[src/rtl/lcb_word_packer.sv]
// LCB response packet framer: collects sync, data and checksum bytes from the UART
// and flushes a verified packet of 12-bit orbit words into the ping-pong buffer.
module lcb_word_packer #(
    parameter int unsigned WORDS     = 7,
    parameter logic [7:0]  SYNC      = 8'h7E,
    parameter logic [9:0]  BASE_ADDR = 10'd0,
    parameter logic [15:0] TIMEOUT   = 16'd8000
) (
    input  logic        clk,
    input  logic        reset,
    input  logic [7:0]  rxData,
    input  logic        rxValid,
    input  logic [4:0]  slot,
    output logic [11:0] wrdOut,
    output logic [9:0]  wrdAddr,
    output logic        wren,
    output logic        pktDone,
    output logic        pktErr,
    output logic [1:0]  errCode
);

    typedef enum logic [2:0] {IDLE, LO, HI, CSUM, FLUSH} state_t;

    localparam logic [3:0] LAST_IDX    = 4'(WORDS - 1);
    localparam logic [3:0] NUM_WORDS   = 4'(WORDS);
    localparam logic [1:0] ERR_FORMAT  = 2'd1;
    localparam logic [1:0] ERR_CSUM    = 2'd2;
    localparam logic [1:0] ERR_TIMEOUT = 2'd3;

    state_t      state;
    logic        rx_prev;
    logic        byte_valid;
    logic [7:0]  byte_q;
    logic [3:0]  idx;
    logic [7:0]  lo_byte;
    logic [7:0]  xor_q;
    logic [15:0] timer;
    logic [9:0]  base_q;
    // Sized to the full 4-bit index range so idx selects without width games.
    logic [11:0] words [16];

    // One accepted byte per rxValid rising edge; edges landing in FLUSH are dropped.
    always_ff @(posedge clk) begin
        if (reset) begin
            rx_prev    <= 1'b0;
            byte_valid <= 1'b0;
            byte_q     <= '0;
        end else begin
            rx_prev    <= rxValid;
            byte_valid <= rxValid && !rx_prev && (state != FLUSH);
            if (rxValid && !rx_prev) begin
                byte_q <= rxData;
            end
        end
    end

    always_ff @(posedge clk) begin
        if (!reset && byte_valid && state == HI && byte_q[7:4] == 4'h0) begin
            words[idx] <= {byte_q[3:0], lo_byte};
        end
    end

    always_ff @(posedge clk) begin
        if (reset) begin
            state   <= IDLE;
            idx     <= '0;
            lo_byte <= '0;
            xor_q   <= '0;
            timer   <= '0;
            base_q  <= '0;
            wrdOut  <= '0;
            wrdAddr <= '0;
            wren    <= 1'b0;
            pktDone <= 1'b0;
            pktErr  <= 1'b0;
            errCode <= '0;
        end else begin
            wren    <= 1'b0;
            pktDone <= 1'b0;
            pktErr  <= 1'b0;
            case (state)
                IDLE: begin
                    if (byte_valid && byte_q == SYNC) begin
                        base_q <= BASE_ADDR + 10'(slot) * 10'(WORDS);
                        idx    <= '0;
                        xor_q  <= '0;
                        timer  <= '0;
                        state  <= LO;
                    end
                end
                LO, HI, CSUM: begin
                    // An accepted byte beats a timeout expiring in the same cycle.
                    if (byte_valid) begin
                        timer <= '0;
                        if (state == LO) begin
                            lo_byte <= byte_q;
                            xor_q   <= xor_q ^ byte_q;
                            state   <= HI;
                        end else if (state == HI) begin
                            if (byte_q[7:4] != 4'h0) begin
                                pktErr  <= 1'b1;
                                errCode <= ERR_FORMAT;
                                state   <= IDLE;
                            end else begin
                                xor_q <= xor_q ^ byte_q;
                                if (idx == LAST_IDX) begin
                                    state <= CSUM;
                                end else begin
                                    idx   <= idx + 4'd1;
                                    state <= LO;
                                end
                            end
                        end else begin
                            if (byte_q == xor_q) begin
                                idx   <= '0;
                                state <= FLUSH;
                            end else begin
                                pktErr  <= 1'b1;
                                errCode <= ERR_CSUM;
                                state   <= IDLE;
                            end
                        end
                    end else if (timer == TIMEOUT - 16'd1) begin
                        pktErr  <= 1'b1;
                        errCode <= ERR_TIMEOUT;
                        state   <= IDLE;
                    end else begin
                        timer <= timer + 16'd1;
                    end
                end
                FLUSH: begin
                    if (idx < NUM_WORDS) begin
                        wren    <= 1'b1;
                        wrdOut  <= words[idx];
                        wrdAddr <= base_q + 10'(idx);
                        idx     <= idx + 4'd1;
                    end else begin
                        pktDone <= 1'b1;
                        state   <= IDLE;
                    end
                end
                default: state <= IDLE;
            endcase
        end
    end

endmodule

[config.mk]
export PLATFORM = sky130hd
export DESIGN_NAME = lcb_word_packer
export DESIGN_NICKNAME = d
export VERILOG_FILES = /design/src/rtl/lcb_word_packer.sv
export SDC_FILE = /design/constraint.sdc
export NUM_CORES = 1
export LEC_CHECK = 0
export CAP_MARGIN = 30
export CORE_MARGIN = 4
export CORE_UTILIZATION = 54
export DETAILED_ROUTE_END_ITERATION = 8
export PLACE_DENSITY_LB_ADDON = 0.12
export SETUP_SLACK_MARGIN = 0.02
export SYNTH_ARGS = -nofsm -noshare
export SYNTH_HDL_FRONTEND = slang
export SYNTH_SLANG_ARGS = --single-unit
[constraint.sdc]
create_clock -name clk -period 2.8 [get_ports clk]
set_clock_uncertainty 0.15 [all_clocks]
set_input_delay 0.56 -clock clk [delete_from_list [all_inputs] [get_ports clk]]
set_output_delay 0.56 -clock clk [all_outputs]
set_load 0.02 [all_outputs]
After elaboration in Yosys (flattened, before gate mapping)
Memory sizes are Yosys's and may differ from the RTL's. A register that Yosys moved wholly into a read port is not among the register bits.
Cells that the tools add are included.
{"block": "word_totals", "reg_bits": 72, "mem_count": 1, "word_cells": 117, "out_inout_bits": 27, "mem_bits_rw": 192, "input_bits": 16}
{"memory": "words", "words": 16, "word_bits": 12, "read_ports": 1, "rd_ports_with_merged_regs": 1, "wr": 1, "line": "40", "source": "logic [11:0] words [16];"}
{"block": "classes", "reduce_logical": 25, "magnitude_cmp": 1, "bitwise": 3, "eq_ne": 24, "mul": 1, "muxes": 45, "addsub": 3}
{"operator": "16-bit two-way mux", "n": 3}
{"operator": "8-bit two-way mux", "n": 5}
{"operator": "4-bit two-way mux", "n": 8}
{"operator": "16-bit one-hot mux with 2 select lines", "n": 1}
{"operator": "3-bit != test, second input constant", "n": 9}
{"operator": "3-bit two-way mux", "n": 7}
{"operator": "16-bit by 1-bit adder with 16-bit output, second input constant", "n": 1}
{"operator": "16-bit by 13-bit == test with 1-bit output, second input constant", "n": 1}
{"operator": "2-bit two-way mux", "n": 8}
{"operator": "8-bit one-hot mux with 2 select lines", "n": 1}
{"operator": "2-bit != test, second input constant", "n": 6}
{"operator": "4-bit one-hot mux with 3 select lines", "n": 1}
{"operator": "1-bit two-way mux", "n": 10}
{"operator": "5-bit AND reduction", "n": 2}
{"operator": "8-bit by 4-bit adder with 9-bit output", "n": 1}
{"operator": "3-bit one-hot mux with 3 select lines", "n": 1}
{"operator": "3-bit AND reduction", "n": 3}
{"operator": "8-bit by 7-bit == test with 1-bit output, second input constant", "n": 1}
{"operator": "8-bit == test", "n": 1}
{"operator": "5-bit by 3-bit multiplier with 8-bit output, second input constant", "n": 1}
{"operator": "8-bit AND reduction", "n": 1}
{"operator": "8-bit XOR", "n": 1}
{"operator": "3-bit by 2-bit == test with 1-bit output, second input constant", "n": 2}
{"operator": "1-bit logical AND", "n": 6}
{"operator": "16 further kinds", "n": 21}

Longest topological paths before layout
Gate-level depths: netlist of run 1.
{"block": "depth", "depth_word": 7, "mapped_depth": 9}

Least setup slack after synthesis of run 1
No wires, ideal clock.
{"block": "synth_path", "path_type": "reg-to-reg", "start": "register byte_q[4]", "end": "memory words[3][0], enable pin", "arrival_ps": 2262, "stages_incl_launch_ff": 7, "path_slack_ps": -9, "t_required_ps": 2254, "path_cell_list": "dfxtp_1 clkbuf_1 nor4_1 nand2_1 nor3_1 nand2_1 nor3_1"}
{"block": "synth_via", "elab_chain_cells": 4}
{"element": "start: declaration", "line": "33", "source": "logic [7:0] byte_q;"}
{"element": "start signal: assignment", "line": "52", "source": "byte_q <= rxData;"}
{"element": "4-bit zero test", "line": "58", "source": "if (!reset && byte_valid && state == HI && byte_q[7:4] == 4'h0) begin"}
{"element": "1-bit logical AND", "line": "58"}
{"element": "1-bit two-way mux", "line": "58"}
{"element": "1-bit two-way mux (implied by the code)", "line": "59", "source": "words[idx] <= {byte_q[3:0], lo_byte};"}
{"element": "end: declaration", "line": "40"}
Every way passes these cells.

Final worst setup path of run 1
{"block": "layout_path", "start": "input port slot[1]", "end": "register base_q[6]"}
{"block": "layout_via", "elab_chain_cells": 1}
{"element": "start: declaration", "line": "13", "source": "input logic [4:0] slot,"}
{"element": "5-bit by 3-bit multiplier with 8-bit output", "line": "84", "source": "base_q <= BASE_ADDR + 10'(slot) * 10'(WORDS);"}
{"element": "end signal: assignment", "line": "84"}
{"element": "end: declaration", "line": "38", "source": "logic [9:0] base_q;"}
Every way passes these cells.
A chain may end at the register's enable or synchronous reset.

==> flow_summary.ini, run 1 <==
[run_status]
status = finished clean

[placement]
io_buffers = 41
gp_congestion = 0.8338
placed_cells = 1014
dp_hpwl_um = 13810
post-place-ws_ns = -0.3134

[synthesis]
synth_top_area_cell = edfxtp_1
avgSynthCellArea_um2 = 13.00
synth_edf_count = 144
synth.distinct_cells = 59
synth-async-reset-ratio_pct = 0
synth_top_area_share_pct = 45.08
yosys-top-cells-area = edfxtp_1, dfxtp_1, mux4_2
yosysWarnings = 0
syn-cell-area_um2 = 9592
synth.net_count = 776
synthFlopType = edfxtp_1
synth_seq_cells = 227
synth_cells = 738
yosysSeqAreaShare_pct = 62.41

[drt]
drtIter0Drc = 574
num_vias = 6271
wl_um = 20840
avgViaCountPerCell = 5.927
wl_per_cell_um = 19.69
drc_errors = 0
antenna_left = 0
dr.pass1.iters = 5

[sta]
timing.final.ws_setup_ns = 0.2091
max_slew_margin_pct = 41.95
min_period_ns = 2.591
setup_violations = 0
max_freq_mhz = 386.0
slew_violations = 0
worst_pin_slew_ns = 0.8708
rsz0062_at_grt = no
finalHoldViolations = 0
fin_crit_sh_pct = 92.53

[worst_setup_path]
cp_cell_sequence = clkdlybuf4s50_1 -> fa_1 -> ha_1 -> fa_1 -> a21oi_1 -> o21bai_1 -> xor2_1 -> mux2i_1 -> nor2_1
critPathRequiredTime_ns = 3.02
arrival_ns = 2.81
crit_path_start = slot[1]
worstPathMaxFanout = 3
crit_path_end_kind = flip-flop
startpoint_type = primary input
path_common_cell = fa_1
slowest_stage = clkdlybuf4s50_1
critical_path_class = primary input to flip-flop
r2r_start = state[1]
max_stage_delay_ns = 0.57

[cts]
cts_setup_buffers = 0
tritoncts = built
clockBufferDepth = 3
clk_latency_ns = 0.51
hold_buffers = 0
cts.sinks = 227
path_clk_slew_ns = 0.06
cts_max_level = 1
cts_inserted_buffers = 24
clock_tree.root_cell = clkbuf_16

[floorplanning]
num_io_pins = 43
die_area_um2 = 19960
core-area_um2 = 17360
die_h_um = 141.3
start_util_pct = 55.26
fp.dieW_um = 141.3
rows = 48

[power_and_ir_drop]
p_per_area_nw_per_um2 = 603.6
p_switching_w = 0.001399
seqPwrFrac_pct = 52.1
intPower_w = 0.005418
clockPowerShare_pct = 43.6
combPwrFrac_pct = 4.3
switching_share_pct = 20.52
vdd_drop_max_uv = 543.2
leakage_nw = 3.809

[cells_and_area]
multi_input_area_um2 = 3393
area_growth_pct = 17.73
seq_area_um2 = 5988
drive_above_1_share_pct = 17.41
antenna_cells = 0
stdcell_count = 1058
fin_nets = 853
nFillCells = 1270

[global_routing]
grt_usage_pct = 21.19
grt_pass1_wl_um = 33750
grt_pass1_vias = 6316
grt_max_degree = 78
antenna_found_initial = 0
overflow = 0

[worst_hold_path]
worstHoldStart = wrdAddr[1]
hold_path.class = flip-flop to flip-flop

[run]
cap_violations = 0
[final timing paths]
path	slack (ns)	endpoint	depth (start not counted)
min	0.31	wrdAddr[1]	2
min reg2reg	0.31	wrdAddr[1]	2
max reg2reg	0.35	words[0][10]	5
max	0.21	base_q[6]	9
[placed cells by master, fill, tap and decap left out, types with 8 or more instances in the layout]
cell type,synthesis,layout
a211oi_1,21,21
a21oi_1,76,76
and3_1,8,8
buf_4,1,56
clkbuf_1,33,8
clkbuf_16,0,25
clkdlybuf4s50_1,0,40
dfxtp_1,83,81
edfxtp_1,144,144
ha_1,16,16
inv_1,14,14
mux4_2,36,36
nand2_1,64,64
nand3_1,9,9
nor2_1,62,62
nor3_1,18,14
o21ai_0,19,19
xnor2_1,11,11
[sequential cells by signal, summed over array words and instances, names as in the netlist, 2 cells and up]
| name | cells |
|---|---|
| wrdOut | 12 |
| byte_q | 8 |
| xor_q | 8 |
| wrdAddr | 9 |
| words | 144 |
| lo_byte | 8 |
| idx | 4 |
| timer | 16 |
| errCode | 2 |
| state | 3 |
| base_q | 8 |
[final cells by class]
type	count	area share [%]
clock inverters	10	0.7202
clock buffers	34	5.928
multi-input cells	451	30.05
repair buffers	97	7.313
well taps	225	2.493
flip-flops and latches	227	53.03
inverters	14	0.4654
[power by group through the flow]
stage,clock network [W],registers [W],logic (W)
global route,0.00319,0.00355,0.000324
floorplan,0,0.00363,0.000179
finish,0.00297,0.00355,0.000293
global placement,0,0.00362,0.000280
CTS,0.00303,0.00355,0.000291
detailed placement,0,0.00362,0.000289
[worst max-delay path: cells and delay by family]
kind                       cells  cell delay, ns
AOI/OAI and AO/OA              2            0.25
and+or+nand+nor                1            0.05
buffers and inverters          1            0.57
xor gates and xnor gates       1            0.15
muxes                          1            0.13
adders and majority gates      3            1.10
[metal layers]
| layer | up-vias | share of wire [%] | GRT usage, % |
|---|---|---|---|
| met5 | - | 0 | 0 |
| met4 | 0 | 1.1 | 4.284 |
| met3 | 19 | 4.9 | 3.202 |
| met2 | 160 | 50 | 35.31 |
| met1 | 3140 | 45 | 30.10 |
| li1 | 2952 | - | - |
[cells in the mapped netlist (2+ instances only)]
cell type,count
a41oi_1,4
nand2_1,64
buf_2,6
ha_1,16
nand3_1,9
nor3_1,18
or3_1,3
xor2_1,5
inv_1,14
a311oi_1,7
and3_1,8
nor2_1,62
dfxtp_1,83
nor2b_1,5
nor4_1,6
o21bai_1,3
buf_1,4
o21ai_1,2
o211ai_1,4
a211oi_1,21
buf_6,2
a21o_1,5
nand3b_1,3
xnor2_1,11
a31oi_1,4
nand4_1,5
or3b_2,2
a21oi_1,76
o31ai_1,7
edfxtp_1,144
nand2b_1,4
o2bb2ai_1,2
or4_1,6
clkbuf_1,33
o21ai_0,19
fa_1,6
mux4_2,36
mux2i_1,7
and2_1,2
[what timing repair did]
item	CTS	global route
endpoints found under the hold margin	0	0
endpoints found under the setup margin	0	7
gates resized for setup	0	1
[logic make-up after synthesis]
| kind of cell | after synthesis | synth area share (%) |
|---|---|---|
| xor gates and xnor gates | 16 | 1.461 |
| and+or+nand+nor | 206 | 10.28 |
| muxes | 43 | 9.183 |
| buffers and inverters | 60 | 2.622 |
| other | 1 | 0.03910 |
| AOI/OAI and AO/OA | 163 | 10.67 |
| DFF | 227 | 62.41 |
| adders and majority gates | 22 | 3.339 |
[stage by stage]
step | power (W) | area (µm²) | util (%) | hold slack (ns) | TNS, ns
4_1_cts | 0.006876 | 11290 | 65.02 | 0.3047 | 0
5_1_grt | 0.007071 | 11290 | 65.06 | 0.3326 | 0
3_5_place_dp | 0.003913 | 10540 | 60.70 | 0.2969 | -0.6419
3_3_place_gp | 0.003903 | 10540 | 60.70 | 0.2922 | -0.4517
2_1_floorplan | 0.003807 | 9612 | - | 0.2933 | 0
6_report | 0.006816 | 11290 | 65.06 | 0.3052 | 0
(Power assumes the default switching activity.)
==> run 2, diff against run 1 <==
Settings changed: CAP_MARGIN 30 to 40.
==> results of run 2 <==
Final layout, timing and power as in run 1 (identical DEF).
